===== src/rtl/keyspace_walker.sv =====
// Guess-index generator: walks a contiguous keyspace slice from min to max length,
// presenting one candidate (per-position charset indices plus length) per handshake.
module keyspace_walker #(
    parameter int MAX_LEN = 16,
    parameter int IDX_W   = 8,
    parameter int LEN_W   = $clog2(MAX_LEN + 1)
) (
    input  logic                     clk,
    input  logic                     reset,
    input  logic                     start,
    input  logic                     abort,
    input  logic [IDX_W-1:0]         cfg_charset_max,
    input  logic [LEN_W-1:0]         cfg_min_len,
    input  logic [LEN_W-1:0]         cfg_max_len,
    input  logic [MAX_LEN*IDX_W-1:0] cfg_start_idx,
    input  logic [31:0]              cfg_count,
    output logic                     out_valid,
    input  logic                     out_ready,
    output logic [MAX_LEN*IDX_W-1:0] out_idx,
    output logic [LEN_W-1:0]         out_len,
    output logic                     busy,
    output logic                     done,
    output logic                     cfg_err,
    output logic [31:0]              guesses_emitted
);

    typedef enum logic [1:0] {IDLE, RUN, DONE} state_t;

    state_t                     state, state_next;
    logic [IDX_W-1:0]           cs_max;
    logic [LEN_W-1:0]           max_len;
    logic                       count_limited;
    logic [31:0]                remaining;
    logic [MAX_LEN*IDX_W-1:0]   digits;
    logic [LEN_W-1:0]           len;

    logic                       cfg_ok, accept, reject, handshake, finish, all_max;
    logic [MAX_LEN-1:0]         active, at_max;
    logic [MAX_LEN*IDX_W-1:0]   start_masked, digits_inc;

    // Config validation; positions at or above the first length are forced to zero.
    always_comb begin
        cfg_ok       = (cfg_min_len != '0) && (cfg_min_len <= cfg_max_len) &&
                       (cfg_max_len <= LEN_W'(MAX_LEN));
        start_masked = '0;
        for (int p = 0; p < MAX_LEN; p++) begin
            if (LEN_W'(p) < cfg_min_len) begin
                start_masked[p*IDX_W +: IDX_W] = cfg_start_idx[p*IDX_W +: IDX_W];
                if (cfg_start_idx[p*IDX_W +: IDX_W] > cfg_charset_max)
                    cfg_ok = 1'b0;
            end
        end
    end

    // Lookahead increment: a position bumps when every lower active position is at max.
    always_comb begin
        logic carry;
        carry      = 1'b1;
        active     = '0;
        at_max     = '0;
        digits_inc = digits;
        for (int p = 0; p < MAX_LEN; p++) begin
            active[p] = LEN_W'(p) < len;
            at_max[p] = digits[p*IDX_W +: IDX_W] == cs_max;
            if (active[p] && carry)
                digits_inc[p*IDX_W +: IDX_W] = at_max[p] ? '0
                                             : digits[p*IDX_W +: IDX_W] + IDX_W'(1);
            carry = carry & at_max[p];
        end
        all_max = &(at_max | ~active);
    end

    assign accept    = start && (state != RUN) && cfg_ok;
    assign reject    = start && (state != RUN) && !cfg_ok;
    assign handshake = (state == RUN) && out_ready && !abort;
    assign finish    = handshake && ((count_limited && remaining == 32'd1) ||
                                     (all_max && len == max_len));

    always_comb begin
        state_next = state;
        case (state)
            IDLE, DONE: if (accept) state_next = RUN;
            RUN: begin
                if (abort)       state_next = IDLE;
                else if (finish) state_next = DONE;
            end
            default:             state_next = IDLE;
        endcase
    end

    always_ff @(posedge clk) begin
        if (reset) state <= IDLE;
        else       state <= state_next;
    end

    always_ff @(posedge clk) begin
        if (reset) begin
            cs_max          <= '0;
            max_len         <= '0;
            count_limited   <= 1'b0;
            remaining       <= '0;
            digits          <= '0;
            len             <= '0;
            guesses_emitted <= '0;
            done            <= 1'b0;
            cfg_err         <= 1'b0;
        end else begin
            cfg_err <= reject;
            if (accept) begin
                cs_max          <= cfg_charset_max;
                max_len         <= cfg_max_len;
                count_limited   <= cfg_count != 32'd0;
                remaining       <= cfg_count;
                digits          <= start_masked;
                len             <= cfg_min_len;
                guesses_emitted <= '0;
                done            <= 1'b0;
            end else if (state == RUN && abort) begin
                done <= 1'b0;
            end else if (handshake) begin
                guesses_emitted <= guesses_emitted + 32'd1;
                if (count_limited) remaining <= remaining - 32'd1;
                if (finish) begin
                    done <= 1'b1;
                end else if (all_max) begin
                    len    <= len + LEN_W'(1);
                    digits <= '0;
                end else begin
                    digits <= digits_inc;
                end
            end
        end
    end

    assign out_valid = (state == RUN);
    assign busy      = (state == RUN);
    assign out_idx   = digits;
    assign out_len   = len;

endmodule

===== config.mk =====
export PLATFORM = sky130hd
export DESIGN_NAME = keyspace_walker
export DESIGN_NICKNAME = d
export VERILOG_FILES = /design/src/rtl/keyspace_walker.sv
export SDC_FILE = /design/constraint.sdc
export NUM_CORES = 1
export LEC_CHECK = 0
export ABC_CLOCK_PERIOD_IN_PS = 5300
export BUFFER_PORTS_ARGS = -buffer_cell sky130_fd_sc_hd__buf_2
export CORE_UTILIZATION = 30
export DETAILED_ROUTE_END_ITERATION = 7
export HOLD_SLACK_MARGIN = 0.05
export PLACE_DENSITY_LB_ADDON = 0.05
export SYNTH_ARGS = -nofsm -noshare
export SYNTH_HDL_FRONTEND = slang
export SYNTH_SLANG_ARGS = --single-unit

===== constraint.sdc =====
create_clock -name clk -period 5.3 [get_ports clk]
set_clock_uncertainty 0.1 [all_clocks]
set_input_delay 1.06 -clock clk [delete_from_list [all_inputs] [get_ports clk]]
set_output_delay 1.06 -clock clk [all_outputs]
set_load 0.01 [all_outputs]

==> impl_metrics.json, run 1 <==
{
  "place.gp.congestion": 0.908,
  "wirelength_um": 89000,
  "drv_cap": 0,
  "vias": 20500,
  "viasPerCell": 5.83,
  "crit_type": "reg2reg",
  "yosysUniqueCellTypes": 93,
  "drc": 0,
  "required_ps": 5660,
  "fp.dieH_um": 248,
  "mostFrequentLayoutCells": "buf_2, nand2_1, dfxtp_1, nor2_1, ha_1",
  "die_area_um2": 61500,
  "area_growth_pct": 23.6,
  "path_max_fanout": 20,
  "worst_slew_pin_slew_ps": 998,
  "max_freq_mhz": 208,
  "ys_seq_elements": 215,
  "wl_per_cell_um": 25.4,
  "clk_latency_ps": 610,
  "hold_viol": 0,
  "powerDensity_nw_per_um2": 199,
  "power_leakage_nw": 9.92,
  "dieWidth_um": 248,
  "synthCells": 2350,
  "met2_usage_pct": 45.9,
  "clock_path_buffers": 3,
  "first_pass_iters": 7,
  "stdcell_count": 3509,
  "top_usage_layer": "met2",
  "synth-edff-count": 0,
  "final_nets": 3047,
  "grtUsageMet3_pct": 4.09,
  "tritoncts": "done",
  "ctsResizeCount": 0,
  "pin_count": 352,
  "synthesis.area_um2": 18100,
  "outcome": "finished, final reports clean",
  "met1_usage_pct": 38.0,
  "slew_viol_final": 0,
  "drive_above_1_share_pct": 21.4,
  "track_usage_pct": 28.0,
  "async_reset_ff_share_pct": 0,
  "h-tree-depth": 1,
  "rsz0062_at_grt": "no",
  "clock-sinks": 215,
  "yosysSeqAreaShare_pct": 23.7,
  "dpl.cell_count": 3451,
  "grt_pass1_wl_um": 130000,
  "cts_buffers": 31,
  "postCtsSetupBuffers": 0,
  "worst-r2r-setup-slack_ps": 490,
  "hold_path.class": "reg2reg",
  "ant_nets": 0,
  "tns_ps": 0,
  "final_common_cell": "buf_2",
  "dp_hpwl_um": 67100,
  "clock-root-buffer": "clkbuf_16",
  "endpoint_kind": "flop",
  "relSlewSlack_pct": 32.9,
  "core_area_um2": 59400,
  "initial_core_util_pct": 30.6,
  "clk_pin_slew_ps": 60,
  "grt_max_degree": 76,
  "yosys_warnings": 0,
  "grt_overflow": 0,
  "hold_buffers": 0,
  "rows": 89,
  "first_iter_violations": 1518,
  "vdd_drop_max_v": 0.000259,
  "numPortBuffers": 351,
  "period_needed_ps": 4810,
  "ys.flop_type": "dfxtp_1",
  "setup_violations": 0,
  "cp.arrival_ps": 5170,
  "grt_pass1_vias": 19500,
  "synth_nets": 2686,
  "startpoint_type": "flop",
  "antenna_found_initial": 3,
  "postSynthAreaPerCell_um2": 7.72,
  "fin_crit_sh_pct": 90.8
}
[registers in the layout (all words and copies together), names as in the netlist]
signal,cells
done,1
max_len,5
cs_max,8
out_idx,128
remaining,32
count_limited,1
state,2
out_len,5
cfg_err,1
guesses_emitted,32
[per-layer routing]
metal / wire length, um / vias up
li1: - / 9552
met1: 39300 / 9895
met2: 40900 / 867
met3: 6110 / 143
met4: 2710 / 0
met5: 0 / -
[path summary, 6_finish.rpt]
check,from,to,depth (start not counted)
setup / recovery,cs_max[1],out_idx[43],11
hold / removal,max_len[0],max_len[0],2
setup reg to reg,cs_max[1],out_idx[43],11
hold reg to reg,max_len[0],max_len[0],2
[area by class of cell]
cell class | instances | area (um2)
fillers | 6351 | 36900
multi-input cells | 1911 | 12900
flip-flops and latches | 215 | 4300
repair buffers | 472 | 2930
well taps | 773 | 967
clock buffers | 40 | 840
inverters | 80 | 300
clock inverters | 16 | 191
diodes | 2 | 5.00
[worst max-delay path: stages, from the launching register on]
cell	delay, ps
dfxtp_1	970
buf_4	360
xor2_1	90
nor4_1	620
a21oi_1	210
nor4_2	340
nand3_1	140
buf_4	260
o21ai_2	540
nor2_1	340
nor2_1	490
o32ai_1	170
[cells by family (layout without fill, tap and decap cells)]
kind of cell	after synthesis	after routing	synth area share [%]
muxes	21	21	1.20
other	0	2	0
and+or+nand+nor	947	947	26.5
AOI/OAI and AO/OA	591	591	22.8
adders and majority gates	153	153	10.5
xor gates and xnor gates	199	199	9.60
buffers and inverters	224	608	5.56
DFF	215	215	23.7
[power breakdown]
group / switching [W] / internal [W] / leakage, nW
clock: 0.000898 / 0.00130 / 0.503
sequential: 0.00000465 / 0.00162 / 1.73
combinational: 0.000411 / 0.000228 / 7.68
[through the flow]
| step | util, % | setup WS [ps] | total power [W] | hold WS [ps] | area (um2) |
|---|---|---|---|---|---|
| 4_1_cts | 37.8 | 583 | 0.00451 | 370 | 22400 |
| 3_3_place_gp | 36.0 | 542 | 0.00228 | 358 | 21400 |
| 2_1_floorplan | - | 1190 | 0.00197 | 348 | 18100 |
| 6_report | 37.8 | 490 | 0.00446 | 368 | 22400 |
| 5_1_grt | 37.8 | 378 | 0.00463 | 387 | 22400 |
| 3_5_place_dp | 36.0 | 467 | 0.00229 | 361 | 21400 |
[synthesized netlist by cell type (45+ instances only)]
library cell | number | area share, %
ha_1 | 153 | 11
xnor2_1 | 81 | 3.9
nand4_1 | 83 | 2.9
a21oi_1 | 150 | 4.1
nor3_1 | 106 | 2.9
xor2_1 | 118 | 5.7
clkbuf_1 | 82 | 1.7
nand3_1 | 121 | 3.3
dfxtp_1 | 215 | 24
nand2_1 | 233 | 4.8
nor2_1 | 193 | 4.0
o21ai_0 | 63 | 1.7
a32oi_1 | 45 | 2.2
inv_1 | 80 | 1.7
Note: power is estimated with default switching activity, not from simulation.
==> run 2: changes to the inputs <==
--- a/config.mk
+++ b/config.mk
@@ -8,9 +8,10 @@
 export ABC_CLOCK_PERIOD_IN_PS = 5300
 export BUFFER_PORTS_ARGS = -buffer_cell sky130_fd_sc_hd__buf_2
 export CORE_UTILIZATION = 30
+export CTS_BUF_LIST = sky130_fd_sc_hd__clkbuf_4 sky130_fd_sc_hd__clkbuf_8
 export DETAILED_ROUTE_END_ITERATION = 7
 export HOLD_SLACK_MARGIN = 0.05
-export PLACE_DENSITY_LB_ADDON = 0.05
+export PLACE_DENSITY_LB_ADDON = 0.1
 export SYNTH_ARGS = -nofsm -noshare
 export SYNTH_HDL_FRONTEND = slang
 export SYNTH_SLANG_ARGS = --single-unit
==> impl_metrics.json, run 2 (synthesis results as in run 1) <==
{
  "first_pass_iters": 5,
  "numPortBuffers": 351,
  "first_iter_violations": 1532,
  "path_max_fanout": 9,
  "clk_pin_slew_ps": 60,
  "cp_slowest_stage_delay_ps": 880,
  "tritoncts": "done",
  "fin_util_pct": 37.2,
  "endpoint_kind": "flop",
  "grt_max_degree": 79,
  "required_ps": 5730,
  "antenna_found_initial": 8,
  "dpl.cell_count": 3424,
  "fill_cells": 6310,
  "fp.dieH_um": 248,
  "core_area_um2": 59400,
  "hold_viol": 0,
  "area_growth_pct": 21.6,
  "drc": 0,
  "viasPerCell": 5.87,
  "max_freq_mhz": 214,
  "rsz0062_at_grt": "no",
  "mostFrequentLayoutCells": "buf_2, nand2_1, dfxtp_1, nor2_1, ha_1",
  "worst_slew_pin_slew_ps": 1110,
  "slew_viol_final": 0,
  "stdcell_count": 3510,
  "dp_hpwl_um": 66000,
  "highest_layer": "met5",
  "clock-sinks": 215,
  "cp.arrival_ps": 5090,
  "ctsResizeCount": 0,
  "drive_above_1_share_pct": 21.5,
  "clock_path_buffers": 3,
  "relSlewSlack_pct": 25.1,
  "period_needed_ps": 4670,
  "dp_worst_setup_slack_ps": 375,
  "vias": 20600,
  "startpoint_type": "flop",
  "final_nets": 3035,
  "power_leakage_nw": 9.77,
  "h-tree-depth": 2,
  "setup_slack_ps": 635,
  "final_common_cell": "buf_2",
  "hold_path.class": "reg2reg",
  "power.switching_w": 0.00127,
  "powerDensity_nw_per_um2": 191,
  "seq_power_share_pct": 38.6,
  "ant_nets": 0,
  "hold_buffers": 0,
  "initial_core_util_pct": 30.6,
  "wl_met2_um": 40600,
  "setup_violations": 0,
  "clock-root-buffer": "clkbuf_8",
  "outcome": "finished, final reports clean",
  "vdd_drop_max_v": 0.000144,
  "cts_buffers": 46,
  "grt_pass1_vias": 19700,
  "critPathTopFamily": "compound AO/OA/AOI/OAI gates",
  "postCtsSetupBuffers": 0,
  "timing.hold.ws_ps": 371,
  "met3_length_um": 6740,
  "fin_crit_sh_pct": 88.0,
  "switching_share_pct": 30.2,
  "p_comb_share_pct": 14.7,
  "dieWidth_um": 248,
  "clk_latency_ps": 650,
  "grt_pass1_wl_um": 129000,
  "cpMaxStageDelayCell": "dfxtp_1",
  "tns_ps": 0,
  "wirelength_um": 87900,
  "critPathBufInv": 1,
  "largest_reg_flops": 128,
  "pwr-share-clk_pct": 46.7,
  "drv_cap": 0,
  "wl_met1_um": 37900,
  "track_usage_pct": 27.8,
  "die_area_um2": 61500,
  "pin_count": 352,
  "place.gp.congestion": 0.926,
  "crit_type": "reg2reg",
  "cp_cell_sequence": "buf_4 > xnor2_1 > nand4_1 > o21ai_0 > nor3b_1 > and4_1 > a21oi_1 > o21ai_1 > nand2_1 > a221oi_1",
  "wl_per_cell_um": 25.1,
  "internal_power_w": 0.00294,
  "rows": 89,
  "grt_overflow": 0
}
-- run 2: worst reg2reg max path, stage by stage (launching register included) --
cell and delay [ps]:
dfxtp_1 880, buf_4 390, xnor2_1 170, nand4_1 160
o21ai_0 350, nor3b_1 420, and4_1 680, a21oi_1 170
o21ai_1 710, nand2_1 230, a221oi_1 330
-- run 2: area by class of cell --
class | instances | area, um2 | share of cell area, %
Multi-Input combinational cell | 1911 | 12900 | 58.4
Clock buffer | 72 | 922 | 4.18
Sequential cell | 215 | 4300 | 19.5
Clock inverter | 7 | 43.8 | 0.198
Inverter | 80 | 300 | 1.36
Tap cell | 773 | 967 | 4.38
Timing Repair Buffer | 445 | 2630 | 11.9
Antenna cell | 7 | 17.5 | 0.0794
-- run 2: final timing paths --
check                              endpoint  startpoint  slack (ps)  cells past startpoint
worst min register to register   max_len[3]  max_len[3]         370                      2
worst max register to register  out_idx[81]   cs_max[0]         630                     10
worst min-delay path             max_len[3]  max_len[3]         370                      2
worst max-delay path            out_idx[81]   cs_max[0]         630                     10
-- run 2: stage by stage --
step	instance area, um2	power, W
floorplan	18100	0.00197
global placement	21100	0.00226
detailed placement	21100	0.00227
CTS	22000	0.00425
global route	22100	0.00439
finish	22100	0.00421
-- run 2: per-layer routing --
layer	vias to the layer above	global-route usage, %
met2	870	45.1
met1	10000	36.6
met4	4	9.15
met5	-	0
li1	9541	-
met3	147	5.38
-- run 2: power groups by stage --
stage / Sequential, W / Clock [W] / Combinational (W)
after floorplan: 0.00166 / 0 / 0.000311
after global placement: 0.00166 / 0 / 0.000601
after detailed placement: 0.00166 / 0 / 0.000609
after CTS: 0.00162 / 0.00202 / 0.000613
after global routing: 0.00162 / 0.00209 / 0.000671
final: 0.00162 / 0.00196 / 0.000620
